**config.mk**
```make
export PLATFORM = sky130hd
export DESIGN_NAME = parity_lane_acc
export DESIGN_NICKNAME = d
export VERILOG_FILES = /design/src/rtl/parity_pkg.sv /design/src/rtl/parity_lane_acc.sv
export SDC_FILE = /design/constraint.sdc
export NUM_CORES = 1
export LEC_CHECK = 0
export CAP_MARGIN = 20
export CORE_AREA = 8 8 45 47
export DETAILED_ROUTE_END_ITERATION = 8
export DIE_AREA = 0 0 53 55
export DONT_BUFFER_PORTS = 1
export SLEW_MARGIN = 20
export SYNTH_ARGS = -nofsm -noshare
export SYNTH_HDL_FRONTEND = slang
export SYNTH_SLANG_ARGS = --single-unit
```
**constraint.sdc**
```tcl
create_clock -name i_clock -period 1.61 [get_ports i_clock]
set_input_delay 0.4025 -clock i_clock [delete_from_list [all_inputs] [get_ports i_clock]]
set_output_delay 0.4025 -clock i_clock [all_outputs]
set_load 0.01 [all_outputs]
```
**src/rtl/parity_pkg.sv**
```systemverilog
// Shared types, constants and helpers for the multi-lane serial parity checker.
package parity_pkg;

  // Framing state: collecting data beats, or waiting for the parity beat.
  typedef enum logic {
    S_DATA  = 1'b0,
    S_CHECK = 1'b1
  } state_e;

  // Width of the optional erroneous-frame counter.
  localparam int unsigned ERR_CNT_W = 16;

  // Parity bit a lane should receive: the data XOR for even mode, its inverse for odd mode.
  function automatic logic even_odd_expect(input logic acc, input logic mode);
    return acc ^ mode;
  endfunction

endpackage

```
**src/rtl/parity_lane_acc.sv**
```systemverilog
// One serial lane: running-parity accumulator plus parity-beat compare.
// Framing control (which beat is data, which is parity) comes from the shared top-level FSM.
module parity_lane_acc
  import parity_pkg::*;
(
  input  logic i_clock,
  input  logic i_reset,
  input  logic i_clear,
  input  logic i_data_beat,
  input  logic i_par_beat,
  input  logic i_mode,
  input  logic i_bit,
  output logic o_acc,
  output logic o_err,
  output logic o_mismatch
);

  logic r_acc;
  logic r_err;
  logic w_mismatch;

  // Mismatch of the bit currently presented, meaningful only on a parity beat.
  assign w_mismatch = i_bit ^ even_odd_expect(r_acc, i_mode);

  // Accumulate data bits; on the parity beat latch the verdict and restart the accumulator.
  // The verdict is left untouched by clear so the last completed frame stays visible.
  always_ff @(posedge i_clock or posedge i_reset) begin
    if (i_reset) begin
      r_acc <= 1'b0;
      r_err <= 1'b0;
    end else if (i_clear) begin
      r_acc <= 1'b0;
    end else if (i_data_beat) begin
      r_acc <= r_acc ^ i_bit;
    end else if (i_par_beat) begin
      r_err <= w_mismatch;
      r_acc <= 1'b0;
    end
  end

  assign o_acc      = r_acc;
  assign o_err      = r_err;
  assign o_mismatch = w_mismatch;

endmodule

```
==> metrics.txt <==
# TYPE chip_impl_metric gauge
chip_impl_metric{name="floorplan.initialDensity",unit="%"} 8.68
chip_impl_metric{name="synth_compound_area_share",unit="%"} 4.17
chip_impl_metric{name="syn_area",unit="sq um"} 120
chip_impl_metric{name="setup-tns-final",unit="ps"} 0
chip_impl_metric{name="design.final.nets",unit=""} 24
chip_impl_metric{name="crit_fanout",unit=""} 4
chip_impl_info{name="synth.largest_area_cell",value="sky130_fd_sc_hd__dfrtp_1"} 1
chip_impl_metric{name="layout_min_cycle_time",unit="ps"} 1400
chip_impl_metric{name="pwr_density_cell",unit="mW/mm^2"} 1220
chip_impl_metric{name="syn_avg_cell_area",unit="sq um"} 10.9
chip_impl_metric{name="muxShareOfSynthArea",unit="%"} 20.8
chip_impl_info{name="crit_family",value="flip-flops"} 1
chip_impl_info{name="start_kind",value="register"} 1
chip_impl_metric{name="num_io_pins",unit=""} 10
chip_impl_info{name="critPathKind",value="reg -> out"} 1
chip_impl_metric{name="detailroute.via_count",unit=""} 92
chip_impl_metric{name="worst-slew-pin-transition",unit="ps"} 339
chip_impl_metric{name="clock-sinks",unit=""} 2
chip_impl_metric{name="cts_buffers",unit=""} 3
chip_impl_metric{name="multiInputGateArea",unit="sq um"} 66.3
chip_impl_metric{name="detailed_place_hpwl",unit="um"} 275
chip_impl_metric{name="grt_start_max_net_pins",unit=""} 5
chip_impl_metric{name="synth_cell_types",unit=""} 9
chip_impl_metric{name="chipHeight",unit="um"} 55
chip_impl_metric{name="worstSkewPairLatency",unit="ps"} 220
chip_impl_info{name="outcome",value="complete, no violations"} 1
chip_impl_metric{name="cts.clk_slew.worst_paths",unit="ps"} 30
chip_impl_metric{name="antenna_found_initial",unit=""} 0
chip_impl_metric{name="postSynthNetCount",unit=""} 18
chip_impl_metric{name="min_period_over_period",unit="%"} 87.1
chip_impl_metric{name="finalWeightedCongestion",unit=""} 0.648
chip_impl_info{name="synth.area.top_cells",value="sky130_fd_sc_hd__dfrtp_1, sky130_fd_sc_hd__xnor2_1, sky130_fd_sc_hd__mux2_4, sky130_fd_sc_hd__mux2i_1, sky130_fd_sc_hd__nand3b_1"} 1
chip_impl_metric{name="nFillCells",unit=""} 156
chip_impl_metric{name="yosysSeqAreaShare",unit="%"} 41.7
chip_impl_metric{name="grt_pass1_vias",unit=""} 122
chip_impl_metric{name="detail_route.wl_per_cell",unit="um"} 10.8
chip_impl_info{name="synth_top_family_by_area",value="multiplexers"} 1
chip_impl_metric{name="max-vdd-ir-drop",unit="mV"} 0.174
chip_impl_metric{name="regToRegSetupSlack",unit="ps"} 560
chip_impl_metric{name="final-max-slew-violation-count",unit=""} 0
chip_impl_metric{name="core",unit="sq mm"} 0.00138
chip_impl_metric{name="delay_of_the_slowest_critical_path_stage",unit="ps"} 430
chip_impl_metric{name="floorplan.die_area",unit="sq mm"} 0.00292
chip_impl_metric{name="cp_num_buf_inv",unit=""} 0
chip_impl_metric{name="cts_max_path_buffers",unit=""} 2
chip_impl_info{name="worst_hold_path_type",value="in -> reg"} 1
chip_impl_metric{name="setup-violations-final",unit=""} 0
chip_impl_metric{name="detailedRoute.firstPassIterationCount",unit=""} 2
chip_impl_metric{name="global_route.overflow_total",unit=""} 0
chip_impl_metric{name="post_synth_and_or_nand_nor_area_fraction",unit="%"} 15.6
chip_impl_metric{name="post_route_total_power",unit="uW"} 210
chip_impl_metric{name="yosys.area_share.adder",unit="%"} 0
chip_impl_metric{name="yosys_warnings",unit=""} 0
chip_impl_metric{name="syn2layout_area_growth",unit="%"} 43.8
chip_impl_metric{name="final_hold_viol_count",unit=""} 0
chip_impl_info{name="cts_tree",value="yes"} 1
chip_impl_info{name="end_kind",value="primary output"} 1
chip_impl_metric{name="timing.slew.headroom",unit="%"} 77.2
chip_impl_metric{name="clock.fmax",unit="MHz"} 713
chip_impl_metric{name="timing.clock.skew",unit="ps"} 0.666
chip_impl_info{name="critical_path.slowest_cell",value="sky130_fd_sc_hd__dfrtp_1"} 1
chip_impl_info{name="cell_breakdown_of_the_critical_path",value="xnor2_1"} 1
chip_impl_metric{name="cellLeakagePower",unit="uW"} 0.0000706
chip_impl_metric{name="cts-htree-levels",unit=""} 1
chip_impl_metric{name="detail_route.vias_per_cell",unit=""} 2.97
chip_impl_metric{name="global_route_wire_length_before_repair",unit="um"} 503
chip_impl_metric{name="area_of_all_sequential_standard_cells",unit="sq um"} 50.0
chip_impl_metric{name="timing.critical_path.arrival",unit="ps"} 1000
chip_impl_metric{name="synthCells",unit=""} 11
chip_impl_metric{name="synth_top_area_share",unit="%"} 41.7
chip_impl_metric{name="post-cts-setup-buffer-count",unit=""} 0
chip_impl_metric{name="cp_data_required_time",unit="ps"} 1210
chip_impl_metric{name="fp.dieW",unit="um"} 53
chip_impl_metric{name="global_route.usage.total",unit="%"} 3.11
chip_impl_metric{name="drt_drc_violations_left",unit=""} 0
chip_impl_metric{name="wl",unit="um"} 335
chip_impl_metric{name="initialDrtViolationCount",unit=""} 2
chip_impl_info{name="setup_repair_after_global_routing_missed_its_margin",value="false"} 1
chip_impl_metric{name="post_route_cells_drive_above_1_share",unit="%"} 26.7
chip_impl_metric{name="ant_nets",unit=""} 0
chip_impl_metric{name="fp-row-count",unit=""} 14
chip_impl_metric{name="port_buffers",unit=""} 0
chip_impl_metric{name="synth_xor_xnor_area_share",unit="%"} 14.6
chip_impl_metric{name="antenna-diode-count",unit=""} 0
chip_impl_metric{name="timing.max_cap.violations",unit=""} 0
chip_impl_metric{name="synth_seq_cells",unit=""} 2
chip_impl_info{name="cts_root_buffer",value="sky130_fd_sc_hd__clkbuf_4"} 1
## metrics by stage
step                worst slack, ps  util (%)  area [sq um]  instances  hold slack, ps
floorplan                       418         -           120         11             144
detailed placement              378      10.1           140         27             151
finish                          208      12.5           173         31             246
global route                    114      12.5           173         31             222
CTS                             181      12.5           173         31             239
global placement                372      10.1           140         27             149
## flip-flops by register name, indices dropped and copies added, names as in the netlist
signal	cells
o_acc	1
o_err	1
## layout by cell type (no fill, tap or decap), drive strengths merged
cell type and count:
clkbuf 3, xnor2 2, dfrtp 2, mux2i 1, nand2 1, nand3b 1, a21oi 1, nor3b 1
mux2 1, inv 1, dlygate4sd3 1
## worst paths after layout
path,startpoint,to,cells after the start
min in group asynchronous,i_reset,o_err,2
worst min register to register,o_err,o_err,1
worst max-delay path,o_acc,o_mismatch,1
worst min-delay path,i_clear,o_acc,1
worst max register to register,o_acc,o_err,2
max in group asynchronous,i_reset,o_acc,2
## layout make-up
type	count	area share [%]
Timing Repair Buffer	1	5.80
Multi-Input combinational cell	8	38.4
Clock buffer	3	13.0
Sequential cell	2	29.0
Tap cell	16	11.6
Inverter	1	2.17
## logic make-up after synthesis
| family | count (synthesis) |
|---|---|
| and+or+nand+nor | 3 |
| xor gates and xnor gates | 2 |
| muxes | 2 |
| DFF | 2 |
| AOI/OAI and AO/OA | 1 |
| buffers and inverters | 1 |
## report_power, final
group	internal, uW	switching (uW)
sequential	59.3	10.9
combinational	18.8	10.9
clock	82.2	28.0
## Yosys cell counts, drive strengths merged
cell type,n
nand2,1
inv,1
nand3b,1
mux2i,1
a21oi,1
dfrtp,2
mux2,1
nor3b,1
xnor2,2
## metal layers
metal	global-route usage (%)	routed length, um
met5	0	0
met4	7.76	0
met3	2.41	58
met2	3.71	174
met1	1.67	103
## what timing repair did
| item | in CTS | in global routing |
|---|---|---|
| hold buffers | 1 | 0 |
| gates resized for setup | 0 | 0 |
| endpoints found under the hold margin | 2 | 0 |
No activity file was read; power rests on OpenSTA's default activity.
